$ cat src/rtl/uart_term_tx.sv
// 8N1 serial transmitter for the terminal UART: a small byte FIFO feeding a
// start/data/stop shift FSM that drives a registered, idle-high TX line.
module uart_term_tx #(
  parameter int CLKS_PER_BIT = 16,
  parameter int FIFO_DEPTH   = 4
) (
  input  logic                        i_clk,
  input  logic                        i_rst_n,
  input  logic [7:0]                  i_data,
  input  logic                        i_valid,
  output logic                        o_ready,
  output logic                        o_tx,
  output logic                        o_busy,
  output logic [$clog2(FIFO_DEPTH):0] o_count
);

  localparam int PW = $clog2(FIFO_DEPTH);
  localparam int CW = $clog2(CLKS_PER_BIT);
  localparam logic [CW-1:0] BAUD_RELOAD = CW'(CLKS_PER_BIT - 1);
  localparam logic [PW:0]   DEPTH_C     = (PW + 1)'(FIFO_DEPTH);

  typedef enum logic [1:0] {IDLE, START, DATA, STOP} state_t;

  state_t        state_q, state_d;
  logic [CW-1:0] baud_q, baud_d;
  logic [2:0]    bit_idx_q, bit_idx_d;
  logic [7:0]    shift_q, shift_d;
  logic          tx_q, tx_d;
  logic [PW-1:0] wr_ptr_q, wr_ptr_d;
  logic [PW-1:0] rd_ptr_q, rd_ptr_d;
  logic [PW:0]   count_q, count_d;
  logic [7:0]    mem [FIFO_DEPTH];

  logic push;
  logic pop;
  logic fifo_empty;

  assign o_ready    = (count_q < DEPTH_C);
  assign push       = i_valid && o_ready;
  assign fifo_empty = (count_q == '0);

  assign o_tx    = tx_q;
  assign o_busy  = (state_q != IDLE) || (count_q != '0);
  assign o_count = count_q;

  always_comb begin
    state_d   = state_q;
    baud_d    = baud_q;
    bit_idx_d = bit_idx_q;
    shift_d   = shift_q;
    tx_d      = tx_q;
    pop       = 1'b0;
    case (state_q)
      IDLE: begin
        tx_d = 1'b1;
        if (!fifo_empty) begin
          pop     = 1'b1;
          shift_d = mem[rd_ptr_q];
          baud_d  = BAUD_RELOAD;
          tx_d    = 1'b0;
          state_d = START;
        end
      end
      START: begin
        if (baud_q != '0) begin
          baud_d = baud_q - 1'b1;
        end else begin
          tx_d      = shift_q[0];
          shift_d   = {1'b0, shift_q[7:1]};
          bit_idx_d = '0;
          baud_d    = BAUD_RELOAD;
          state_d   = DATA;
        end
      end
      DATA: begin
        if (baud_q != '0) begin
          baud_d = baud_q - 1'b1;
        end else if (bit_idx_q != 3'd7) begin
          tx_d      = shift_q[0];
          shift_d   = {1'b0, shift_q[7:1]};
          bit_idx_d = bit_idx_q + 1'b1;
          baud_d    = BAUD_RELOAD;
        end else begin
          tx_d    = 1'b1;
          baud_d  = BAUD_RELOAD;
          state_d = STOP;
        end
      end
      STOP: begin
        if (baud_q != '0) begin
          baud_d = baud_q - 1'b1;
        end else if (!fifo_empty) begin
          // Chain straight into the next start bit with no idle gap.
          pop     = 1'b1;
          shift_d = mem[rd_ptr_q];
          tx_d    = 1'b0;
          baud_d  = BAUD_RELOAD;
          state_d = START;
        end else begin
          state_d = IDLE;
        end
      end
      default: state_d = IDLE;
    endcase
  end

  always_comb begin
    wr_ptr_d = wr_ptr_q;
    rd_ptr_d = rd_ptr_q;
    count_d  = count_q;
    if (push) wr_ptr_d = wr_ptr_q + 1'b1;
    if (pop)  rd_ptr_d = rd_ptr_q + 1'b1;
    case ({push, pop})
      2'b10:   count_d = count_q + 1'b1;
      2'b01:   count_d = count_q - 1'b1;
      default: count_d = count_q;
    endcase
  end

  always_ff @(posedge i_clk or negedge i_rst_n) begin
    if (!i_rst_n) begin
      state_q   <= IDLE;
      baud_q    <= '0;
      bit_idx_q <= '0;
      shift_q   <= '0;
      tx_q      <= 1'b1;
      wr_ptr_q  <= '0;
      rd_ptr_q  <= '0;
      count_q   <= '0;
    end else begin
      state_q   <= state_d;
      baud_q    <= baud_d;
      bit_idx_q <= bit_idx_d;
      shift_q   <= shift_d;
      tx_q      <= tx_d;
      wr_ptr_q  <= wr_ptr_d;
      rd_ptr_q  <= rd_ptr_d;
      count_q   <= count_d;
    end
  end

  // Storage is left unreset; occupancy and pointers alone define validity.
  always_ff @(posedge i_clk) begin
    if (push) mem[wr_ptr_q] <= i_data;
  end

endmodule

$ cat config.mk
export PLATFORM = sky130hd
export DESIGN_NAME = uart_term_tx
export DESIGN_NICKNAME = d
export VERILOG_FILES = /design/src/rtl/uart_term_tx.sv
export SDC_FILE = /design/constraint.sdc
export NUM_CORES = 1
export LEC_CHECK = 0
export ABC_AREA = 1
export BUFFER_PORTS_ARGS = -buffer_cell sky130_fd_sc_hd__buf_2
export CAP_MARGIN = 20
export CORE_MARGIN = 4
export CORE_UTILIZATION = 45
export DETAILED_ROUTE_END_ITERATION = 16
export PLACE_DENSITY_LB_ADDON = 0.3
export SLEW_MARGIN = 20
export SYNTH_ARGS = -nofsm -noshare
export SYNTH_HDL_FRONTEND = slang
export SYNTH_SLANG_ARGS = --single-unit
$ cat constraint.sdc
create_clock -name i_clk -period 4 [get_ports i_clk]
set_input_delay 0.4 -clock i_clk [delete_from_list [all_inputs] [get_ports i_clk]]
set_output_delay 0.4 -clock i_clk [all_outputs]
set_load 0.01 [all_outputs]
# ---- Yosys cells after proc, flatten, opt, wreduce, memory -nomap -nowiden
# Memory sizes are Yosys's and may differ from the RTL's.
# Cells that the tools add are included.
dict set report word_totals {
  out_inout_bits 6
  input_bits 11
  memories 1
  ram_bits 32
  latch_bits 0
  ff_bits 25
  word_cells 77
  mem_bits_ro 0
}
# name depth word_bits read_ports rd_ports_with_merged_regs wr line_no
set memory_table {}
lappend memory_table {mem 4 8 1 0 1 32} ;# logic [7:0] mem [FIFO_DEPTH];
dict set report classes {
  bitwise_logic 0
  n_lt_le_gt_ge 1
  add_sub_neg 6
  mux 34
  n_shift 0
  n_mul 0
  reduce_logical 14
  div 0
  eq_ne 13
}
# operator n
set op_table {}
lappend op_table {{$mux W8} 5}
lappend op_table {{$pmux W8 S4} 1}
lappend op_table {{$ne A2 B2 Y1 const B} 7}
lappend op_table {{$mux W4} 3}
lappend op_table {{$pmux W3 S2} 2}
lappend op_table {{$pmux W4 S3} 1}
lappend op_table {{$reduce_and A4 Y1} 3}
lappend op_table {{$mux W1} 11}
lappend op_table {{$mux W2} 5}
lappend op_table {{$mux W3} 3}
lappend op_table {{$pmux W2 S4} 1}
lappend op_table {{$add A3 B1 Y3 const B} 2}
lappend op_table {{$eq A2 B2 Y1 const B} 3}
lappend op_table {{$reduce_bool A2 Y1} 3}
lappend op_table {{$reduce_and A5 Y1} 1}
lappend op_table {{$add A2 B1 Y2 const B} 2}
lappend op_table {{$eq A2 B1 Y1 const B} 2}
lappend op_table {{$pmux W1 S4} 1}
lappend op_table {{$reduce_bool A4 Y1} 1}
lappend op_table {{$sub A4 B1 Y4 const B} 1}
lappend op_table {{$logic_not A3 Y1} 1}
lappend op_table {{$lt A3 B3 Y1 const B} 1}
lappend op_table {{$ne A3 B3 Y1 const B} 1}
lappend op_table {{$reduce_bool A3 Y1} 1}
lappend op_table {{other kinds (6)} 6}

# ---- Logic depth before layout (Yosys ltp)
# Gate-level depths: netlist of run 1.
dict set report logic_depth {
  ltp_word 6
  mapped_depth 12
}

# ---- Worst setup path after synthesis of run 1
# OpenSTA, ideal clock, no wires.
dict set report synth_timing {
  path_kind {register to register}
  from {reg state_q[0]}
  to {reg count_q[2], in the netlist o_count[2]}
  synth_period_minus_slack_ns 2.296
  t_arrival_ns 2.165
  setup_slack_ns 1.704
  setup_ns 0.131
  path_stages_with_launch 13
  path_cell_list {dfrtp_1 inv_1 ha_1 buf_2 nor2_1 nand2_1 inv_1 ha_1 inv_1 fa_1 a21oi_1 o21ai_0 xor2_1}
}
dict set report synth_via {
  elab_chain_len 4
  elab_cells_between_ends 7
  classes_between {eq/ne (3); mux (2); reduce/logical (2)}
}
# element line_no
set synth_rtl {}
lappend synth_rtl {{from (decl)} 24} ;# state_t state_q, state_d;
lappend synth_rtl {{from (signal assigned)} 131} ;# state_q <= state_d;
lappend synth_rtl {{$eq A2 B2 Y1 / $logic_not A2 Y1 (equally long branches)} 53} ;# case (state_q)
lappend synth_rtl {{$pmux W1 S2 *} 53}
lappend synth_rtl {{net pop} 35} ;# logic pop;
lappend synth_rtl {{$eq A2 B1 Y1 / $eq A2 B2 Y1 (equally long branches)} 113} ;# case ({push, pop})
lappend synth_rtl {{$pmux W3 S2 / $reduce_bool A2 Y1 (equally long branches)} -}
lappend synth_rtl {{to (signal assigned)} 138} ;# count_q <= count_d;
lappend synth_rtl {{to (decl)} 31} ;# logic [PW:0] count_q, count_d;
# Mark *: on every way through the listed nets, which the timed path passes. The rest lies on a longest branch.
# A chain may end at the register's enable or synchronous reset.

# ---- Worst setup path after layout of run 1
# Same ends and word-level chain as after synthesis.

==> results of run 1 <==
==> state kept, by name, indices dropped and copies added, names as in the netlist <==
register and cells:
mem 32, shift_q 8, baud_q 4, bit_idx_q 3, o_count 3, rd_ptr_q 2
state_q 2, wr_ptr_q 2, o_tx 1
==> cell type report <==
type,instances,area [µm²],area share
Clock buffer,9,123.9,0.04003
Clock inverter,7,55.05,0.01779
Inverter,27,103.9,0.03356
Multi-Input combinational cell,207,1050,0.3393
Sequential cell,57,1588,0.5131
Tap cell,75,93.84,0.03033
Timing Repair Buffer,16,80.08,0.02588
==> routing by layer <==
metal / vias up / global-route usage / share of wire
met5: - / 0 / 0
met4: 0 / 0.07649 / 0.020
met3: 8 / 0.03707 / 0.038
met2: 32 / 0.2399 / 0.47
met1: 887 / 0.1939 / 0.47
li1: 1008 / - / -
==> synth_stat cells (all sizes together), types with 2 or more instances <==
cell    instances
xor2            3
a21oi           5
or2             2
nor2           13
inv            27
nand3          40
edfxtp         32
dfrtp          24
nand2         117
o21ai          11
ha             13
buf             6
==> path summary, 6_finish.rpt <==
path                                        startpoint                       end  slack [ps]  depth (start not counted)
worst max-delay path            state_q[0]$_DFFE_PN0P_    o_count[2]$_DFFE_PN0P_        1500                         11
min in group i_clk                           i_data[5]       mem[1][5]$_DFFE_PP_         270                          1
worst max register to register  state_q[0]$_DFFE_PN0P_    o_count[2]$_DFFE_PN0P_        1500                         11
worst min register to register        o_tx$_DFFE_PN1P_          o_tx$_DFFE_PN1P_         480                          2
max in group asynchronous                      i_rst_n    shift_q[3]$_DFFE_PN0P_        3560                          1
worst min-delay path                           i_rst_n  bit_idx_q[1]$_DFFE_PN0P_          60                          1
==> where the power goes <==
part	total (mW)	leakage, nW	internal, mW	switching [mW]
combinational	0.209	0.746	0.0675	0.141
sequential	0.731	0.577	0.698	0.0330
clock	0.480	0.0745	0.228	0.252
total	1.42	1.40	0.993	0.427
==> cells by family after synthesis <==
| logic type | after synthesis | synth area share |
|---|---|---|
| simple gates | 172 | 0.2631 |
| buf+inv | 34 | 0.05343 |
| flops | 57 | 0.5698 |
| compound gates | 17 | 0.03548 |
| xor+xnor | 4 | 0.01258 |
| fa+ha+maj | 14 | 0.06556 |
==> worst max-delay path: cells and delay by family (launching register included) <==
family                     cells  cell delay, ps
AOI/OAI and AO/OA              2             250
buffers and inverters          3             250
adders and majority gates      3             960
and+or+nand+nor                2             350
xor gates and xnor gates       1             150
DFF                            1             420
==> stage by stage <==
stage | power (mW) | area (µm²)
2_1_floorplan | 0.8800 | 2786
3_3_place_gp | 0.9513 | 2915
3_5_place_dp | 0.9577 | 2915
4_1_cts | 1.433 | 3094
5_1_grt | 1.508 | 3094
6_report | 1.420 | 3094
==> out/metrics.yaml, run 1 <==
final_cell_mix: "115 x nand2_1, 38 x nand3_1, 32 x edfxtp_1"
crit_slowest_cell: "ha_1"
diodes: 0
setup_viol: 0
final_util: 0.5195
ys_top_cells_by_area: "edfxtp_1 34%, dfrtp_1 22%, nand2_1 15%"
hpwl_mm: 3.402
syn-num-nets: 323
clkSinkCount: 57
timing.hold.ws_ps: 56.54
clk_pin_slew_ps: 70
die-area_um2: 7515
gp_congestion: 0.7635
antenna_found_initial: 0
async_flop_share: 0.4386
maxCapViolations: 0
grt_overflow_total: 0
finClkSkew_ps: 10.73
synthFlopType: "edfxtp_1"
start_util: 0.4679
maxSlewViolCount: 0
yosysWarnings: 0
ctsHtreeMaxLevel: 3
synth_cell_types: 27
crit_fanout: 11
worstMarginPinSlew_ps: 796.2
drt_iter0_markers: 83
placed_cells: 382
vias: 1935
cpMostUsedCell: "inv_1"
cp_data_required_time_ps: 4210
vias_per_cell: 4.862
ys_seq_elements: 57
end_kind: "flip-flop"
synth-edff-count: 32
crit_path_cell_trace: "inv_1 > ha_1 > nor2_1 > nand2_1 > inv_1 > ha_1 > inv_1 > fa_1 > a21oi_1 > o21ai_0 > xor2_1"
finalCritPeriodShare: 0.6251
finalWirelength_mm: 4.969
drc: 0
cts_resized: 0
rows: 28
antenna_left: 0
grt_usage: 0.1517
syn_area_per_cell_um2: 9.350
area_growth_syn_to_layout_pct: 11.05
coreArea_um2: 5956
cts_tree: "done"
yosysTopAreaCell: "edfxtp_1"
final_common_cell: "nand2_1"
instances_no_fill: 398
drive_above_1_share: 0.1424
fin_nets: 343
cts_buffer_depth: 2
ios: 17
ir_drop_v: 0.0003482
worst-setup-path-type: "flip-flop to flip-flop"
fin_tns_setup_ps: 0
portBuffers: 16
grt_pass1_vias: 1848
dp_slack_ps: 1505
power_density_nw_per_um2: 458.9
die_x_um: 86.69
cts_buffers: 9
fin_ws_ps: 1499
arrival_ps: 2710
fill_cells: 557
hp-class: "input pin to asynchronous set/reset pin"
grt_first_pass_wirelength_mm: 8.645
start_kind: "flip-flop"
cpPeakStageDelay_ps: 450
grt_max_degree: 26
relSlewSlack: 0.4672
ys_seq_area_frac: 0.5698
hold_viol: 0
rsz0062_at_grt: "no"
wire_per_inst_um: 12.48
postCtsSetupRepairBufs: 0
die_h_um: 86.69
clock.fmax_ghz: 0.3999
netlist_area_um2: 2786
cts_root_buf: "clkbuf_8"
synthCells: 298
status: "complete, no violations"
synth_top_cell_area_share: 0.3449
clkLatencyLatePin_ps: 340
firstDrtPassIters: 4
p_leak_nw: 1.398
hold_buffers: 0
fin_crit_ps: 2501
No activity file was read; power rests on OpenSTA's default activity.
==> inputs of run 2 (changes only) <==
Clock period 4 ns to 2.5 ns, I/O delays scaled along.
==> run 2 against run 1 <==
Against the previous run:
- cell area increased by 5.7%
- critical endpoint unchanged
- first-iteration DRC count increased by 29%
- worst hold slack improved by 65 ps
- clock power increased by 140%
- flip-flop and latch count unchanged
- total power increased by 89%
- utilization increased by 2.9 points
==> out/metrics.yaml, run 2 (synthesis gave the netlist of run 1 again) <==
status: "complete, no violations"  # unchanged
top_regs: "mem: 32 flops, shift_q: 8 flops, baud_q: 4 flops"  # unchanged
drive_above_1_share: 0.1677  # was 0.1424
grt_usage: 0.1613  # was 0.1517
power_density_nw_per_um2: 820.8  # was 458.9 nW/µm²
cts_root_buf: "clkbuf_8"  # unchanged
hp-class: "input pin to flip-flop"  # was input pin to asynchronous set/reset pin
cts_tree: "done"  # unchanged
rows: 28  # unchanged
clkSinkCount: 57  # unchanged
hpwl_mm: 3.484  # was 3.402 mm
wire_per_inst_um: 12.60  # was 12.48 µm
grt_overflow_total: 0  # unchanged
worst_r2r_endpoint: "o_count[2]$_DFFE_PN0P_"  # unchanged
antenna_found_initial: 0  # unchanged
total_power_mw: 2.684  # was 1.420 mW
hp-start: "i_data[0]"
timing.hold.ws_ps: 121.6  # was 56.54 ps
start_kind: "flip-flop"  # unchanged
ios: 17  # unchanged
drt_iter0_markers: 107  # was 83
worstMarginPinSlew_ps: 583.9  # was 796.2 ps
top_register: "mem"  # unchanged
portBuffers: 16  # unchanged
crit_fanout: 6  # was 11
diodes: 0  # unchanged
firstDrtPassIters: 4  # unchanged
gp_congestion: 0.7835  # was 0.7635
cpMostUsedCell: "inv_1"  # unchanged
ctsHtreeMaxLevel: 3  # unchanged
sw_frac_of_total: 0.2520  # was 0.3004
cts_buffer_depth: 2  # unchanged
start_util: 0.4679  # unchanged
grt_max_degree: 26  # unchanged
relSlewSlack: 0.6107  # was 0.4672
drc: 0  # unchanged
final_util: 0.5490  # was 0.5195
power.internal_mw: 2.007  # was 0.9934 mW
power_switching_mw: 0.6763  # was 0.4265 mW
cpPeakStageDelay_ps: 380  # was 450 ps
cp_data_required_time_ps: 2720  # was 4210 ps
area_growth_syn_to_layout_pct: 17.33  # was 11.05%
p_leak_nw: 1.515  # was 1.398 nW
end_kind: "flip-flop"  # unchanged
crit_path_cell_trace: "inv_1 > ha_1 > nand3_4 > o21bai_2 > nand2_1 > inv_1 > ha_1 > inv_1 > fa_1 > a21oi_1 > o21ai_0 > xor2_1"  # was inv_1 > ha_1 > nor2_1 > nand2_1 > inv_1 > ha_1 > inv_1 > fa_1 > a21oi_1 > o21ai_0 > xor2_1
ir_drop_v: 0.0006336  # was 0.0003482 V
fin_nets: 354  # was 343
final_cell_mix: "115 x nand2_1, 38 x nand3_1, 32 x edfxtp_1"  # unchanged
maxSlewViolCount: 0  # unchanged
die-area_um2: 7515  # unchanged
clk_pin_slew_ps: 70  # about the same
maxCapViolations: 0  # unchanged
rsz0062_at_grt: "no"  # unchanged
rr_startpoint: "baud_q[0]$_DFF_PN0_"  # was state_q[0]$_DFFE_PN0P_
finalWirelength_mm: 5.155  # was 4.969 mm
coreArea_um2: 5956  # unchanged
fin_tns_setup_ps: 0  # unchanged
largest_register_ffs: 32  # unchanged
final_common_cell: "nand2_1"  # unchanged
p_clk_frac: 0.427  # was 0.338
vias: 1971  # was 1935
fill_cells: 548  # was 557
die_x_um: 86.69  # unchanged
whs_endpoint: "mem[2][0]$_DFFE_PP_"
r2r_slack_ps: 220  # was 1500 ps
power_frac_seq: 0.436  # was 0.515
hold_viol: 0  # unchanged
clkLatencyLatePin_ps: 340  # about the same
crit_slowest_cell: "dfrtp_1"  # was ha_1
antenna_left: 0  # unchanged
grt_pass1_vias: 1920  # was 1848
multi_input_area_um2: 1054  # was 1050 µm²
regArea_um2: 1588  # unchanged
worst-setup-path-type: "flip-flop to flip-flop"  # unchanged
arrival_ps: 2490  # was 2710 ps
finClkSkew_ps: 3.348  # was 10.73 ps
grt_first_pass_wirelength_mm: 9.177  # was 8.645 mm
cts_buffers: 9  # unchanged
finalCritPeriodShare: 0.9116  # was 0.6251
reg2regPathDepth: 12  # was 11
p_comb_frac: 0.137  # was 0.147
fin_crit_ps: 2279  # was 2501 ps
setup_viol: 0  # unchanged
vias_per_cell: 4.819  # was 4.862
clock.fmax_ghz: 0.4388  # was 0.3999 GHz
hold_depth: 1
die_h_um: 86.69  # unchanged
[run 2: worst max-delay path, delay by kind of cell (launching register included)]
kind / cells / cell delay, ps
buffers and inverters: 3 / 230
DFF: 1 / 380
xor gates and xnor gates: 1 / 150
AOI/OAI and AO/OA: 3 / 420
adders and majority gates: 3 / 750
and+or+nand+nor: 2 / 240
[run 2: routing by layer]
layer  share of wire  up-vias  global-route usage  wire length [µm]
li1                -     1029                   -                 -
met1            0.45      907              0.2085              2297
met2            0.50       25              0.2524              2552
met3           0.039       10             0.04753               199
met4           0.020        0             0.06941               105
met5               0        -                   0                 0
[run 2: final cells by class]
type | count | share of cell area
well taps | 75 | 0.02870
inverters | 27 | 0.03176
multi-input cells | 207 | 0.3222
clock inverters | 7 | 0.04325
repair buffers | 27 | 0.05052
flip-flops and latches | 57 | 0.4856
clock buffers | 9 | 0.03789
[run 2: power by group through the flow]
stage / Clock, mW / Combinational [mW] / Sequential, mW
after floorplan: 0 / 0.216 / 1.19
after global placement: 0 / 0.360 / 1.18
after detailed placement: 0 / 0.361 / 1.19
after CTS: 1.16 / 0.377 / 1.17
after global routing: 1.22 / 0.423 / 1.18
final: 1.15 / 0.368 / 1.17
[run 2: how the worst max path moves through the flow]
| stage | startpoint | to | slack, ps | depth (start not counted) |
|---|---|---|---|---|
| floorplan | state_q[0]$_DFFE_PN0P_ | o_count[2]$_DFFE_PN0P_ | 200 | 12 |
| global placement | baud_q[0]$_DFF_PN0_ | o_count[2]$_DFFE_PN0P_ | 210 | 12 |
| detailed placement | baud_q[0]$_DFF_PN0_ | o_count[2]$_DFFE_PN0P_ | 150 | 12 |
| CTS | baud_q[0]$_DFF_PN0_ | o_count[2]$_DFFE_PN0P_ | 140 | 12 |
| global route | baud_q[0]$_DFF_PN0_ | o_count[2]$_DFFE_PN0P_ | 10 | 12 |
| finish | baud_q[0]$_DFF_PN0_ | o_count[2]$_DFFE_PN0P_ | 220 | 12 |
[run 2: metrics by stage]
step | cells | setup WS [ps] | instance area [µm²]
global placement | 390 | 209.1 | 2975
global route | 409 | 10.26 | 3269
floorplan | 298 | 204.1 | 2786
detailed placement | 390 | 152.2 | 2975
CTS | 407 | 143.9 | 3251
finish | 409 | 220.9 | 3269
[run 2: what timing repair did]
item	in CTS	in global routing
hold buffers	1	0
resized for setup	0	1
buffers inserted	0	2
setup endpoints to repair	0	1
endpoints found under the hold margin	24	0
==> inputs of run 3 (changes only) <==
Settings changed: PLACE_DENSITY set to 0.66, PLACE_DENSITY_LB_ADDON 0.3 to unset.
==> run 3 against run 2 <==
Against the previous run:
- wire length fell by 1.4%
- sequential power is essentially flat
- flip-flop and latch count stayed put
- critical endpoint unchanged
- sequential share of layout area grew 1.8 points
- setup slack got worse by 54 ps
- critical path depth is 1 lower
- cell area shrank 3.6%
- via count shrank 0.61%
- cell count is 0.49% lower
- critical path type unchanged
==> out/metrics.yaml, run 3 (synthesis gave the netlist of run 1 again) <==
gp_congestion: 0.7409  # was 0.7835
grt_max_degree: 26  # unchanged
firstDrtPassIters: 4  # unchanged
final_common_cell: "nand2_1"  # unchanged
drive_above_1_share: 0.1596  # was 0.1677
grt.met2_usage: 0.2510  # was 0.2524
finClkSkew_ps: 7.964  # was 3.348 ps
grt_util_met3: 0.04563  # was 0.04753
timing.hold.ws_ps: 128.3  # was 121.6 ps
end_kind: "flip-flop"  # unchanged
dp_slack_ps: 133.7  # was 152.2 ps
cts_root_buf: "clkbuf_8"  # unchanged
antenna_found_initial: 0  # unchanged
worstMarginPinSlew_ps: 576.0  # was 583.9 ps
fin_nets: 352  # was 354
finalWirelength_mm: 5.085  # was 5.155 mm
finalCritPeriodShare: 0.9331  # was 0.9116
start_kind: "flip-flop"  # unchanged
power_density_nw_per_um2: 711.7  # was 820.8 nW/µm²
cts_buffer_depth: 2  # unchanged
fin_crit_ps: 2333  # was 2279 ps
status: "complete, no violations"  # unchanged
final_cell_mix: "115 x nand2_1, 38 x nand3_1, 32 x edfxtp_1"  # unchanged
relSlewSlack: 0.6160  # was 0.6107
arrival_ps: 2540  # was 2490 ps
grt_overflow_total: 0  # unchanged
clkSinkCount: 57  # unchanged
hpwl_mm: 3.505  # was 3.484 mm
rr_startpoint: "state_q[0]$_DFFE_PN0P_"  # was baud_q[0]$_DFF_PN0_
hold_depth: 1  # unchanged
largest_register_ffs: 32  # unchanged
die_h_um: 86.69  # unchanged
rows: 28  # unchanged
hp-start: "i_data[1]"  # was i_data[0]
cts_buffers: 9  # unchanged
worst-setup-path-type: "flip-flop to flip-flop"  # unchanged
p_leak_nw: 1.453  # was 1.515 nW
cp_data_required_time_ps: 2710  # was 2720 ps
top_register: "mem"  # unchanged
grt_usage: 0.1578  # was 0.1613
maxSlewViolCount: 0  # unchanged
diodes: 0  # unchanged
stdcell_area_um2: 3151  # was 3269 µm²
fin_ws_ps: 167.2  # was 220.9 ps
clkLatencyLatePin_ps: 330  # was 340 ps
reg2regPathDepth: 11  # was 12
final_util: 0.5290  # was 0.5490
ir_drop_v: 0.0005686  # was 0.0006336 V
cts_tree: "done"  # unchanged
grt_pass1_vias: 1868  # was 1920
die-area_um2: 7515  # unchanged
die_x_um: 86.69  # unchanged
top_regs: "mem: 32 flops, shift_q: 8 flops, baud_q: 4 flops"  # unchanged
fin_tns_setup_ps: 0  # unchanged
r2r_slack_ps: 170  # was 220 ps
grt_first_pass_wirelength_mm: 8.970  # was 9.177 mm
placed_cell_area_um2: 2975  # unchanged
vias_per_cell: 4.813  # was 4.819
wire_per_inst_um: 12.49  # was 12.60 µm
rsz0062_at_grt: "no"  # unchanged
area_growth_syn_to_layout_pct: 13.07  # was 17.33%
maxCapViolations: 0  # unchanged
start_util: 0.4679  # unchanged
coreArea_um2: 5956  # unchanged
antenna_left: 0  # unchanged
hp-class: "input pin to flip-flop"  # unchanged
drc: 0  # unchanged
grt_busiest_layer: "met2"  # unchanged
ctsHtreeMaxLevel: 3  # unchanged
vias: 1959  # was 1971
whs_endpoint: "mem[1][1]$_DFFE_PP_"  # was mem[2][0]$_DFFE_PP_
grt_use_met1: 0.2044  # was 0.2085
clk_pin_slew_ps: 70  # about the same
ios: 17  # unchanged
drt_iter0_markers: 126  # was 107
worst_r2r_endpoint: "o_count[2]$_DFFE_PN0P_"  # unchanged
crit_fanout: 5  # was 6
clock.fmax_ghz: 0.4287  # was 0.4388 GHz
hold_viol: 0  # unchanged
portBuffers: 16  # unchanged
setup_viol: 0  # unchanged
-- run 3: cell count changes in the layout (fill, tap and decap cells not counted) --
cell	delta
buf_4	-2
bufinv_16	-4
clkinv_1	+1
clkinv_2	+3
clkinv_4	-1
clkinvlp_4	+2
inv_6	-1
-- run 3: how the worst max path moves through the flow --
| stage | from | end | slack, ps | cells past startpoint |
|---|---|---|---|---|
| after floorplan | state_q[0]$_DFFE_PN0P_ | o_count[2]$_DFFE_PN0P_ | 200 | 12 |
| after global routing | state_q[0]$_DFFE_PN0P_ | o_count[2]$_DFFE_PN0P_ | 6 | 11 |
| after detailed placement | baud_q[0]$_DFF_PN0_ | o_count[2]$_DFFE_PN0P_ | 130 | 12 |
| after CTS | baud_q[0]$_DFF_PN0_ | o_count[2]$_DFFE_PN0P_ | 120 | 12 |
| final | state_q[0]$_DFFE_PN0P_ | o_count[2]$_DFFE_PN0P_ | 170 | 11 |
| after global placement | baud_q[0]$_DFF_PN0_ | o_count[2]$_DFFE_PN0P_ | 200 | 12 |
-- run 3: metal layers --
| metal | share of wire | vias up |
|---|---|---|
| li1 | - | 1023 |
| met1 | 0.48 | 900 |
| met2 | 0.48 | 28 |
| met3 | 0.032 | 8 |
| met4 | 0.016 | 0 |
| met5 | 0 | - |
-- run 3: report_power, final --
group / switching [mW] / total [mW] / internal, mW / leakage (nW)
logic: 0.230 / 0.355 / 0.126 / 0.796
clock network: 0.374 / 0.720 / 0.346 / 0.0799
registers: 0.0509 / 1.17 / 1.12 / 0.577
-- run 3: through the flow --
| stage | total power [mW] | cells |
|---|---|---|
| 5_1_grt | 2.394 | 407 |
| 6_report | 2.242 | 407 |
| 3_5_place_dp | 1.547 | 390 |
| 4_1_cts | 2.276 | 407 |
| 2_1_floorplan | 1.408 | 298 |
| 3_3_place_gp | 1.542 | 390 |
-- run 3: repair_timing --
item | in CTS | in global routing
hold buffers | 1 | 0
setup endpoints to repair | 0 | 1
setup buffers | 0 | 0
endpoints found under the hold margin | 24 | 0
resized for setup | 0 | 1
-- run 3: final cells by class --
class,count,area (µm²)
clock buffers,9,123.9
well taps,75,93.84
clock inverters,7,37.54
multi-input cells,207,1054
fillers,561,2805
flip-flops and latches,57,1588
repair buffers,25,150.1
inverters,27,103.9
-- run 3: worst max-delay path, stage by stage (launching register included) --
cell and delay [ps]:
dfrtp_1 420, inv_1 120, ha_1 320, nor2_1 190, nand2_1 120, inv_1 70, ha_1 130, inv_1 70
fa_1 380, a21oi_1 140, o21ai_0 110, xor2_1 150
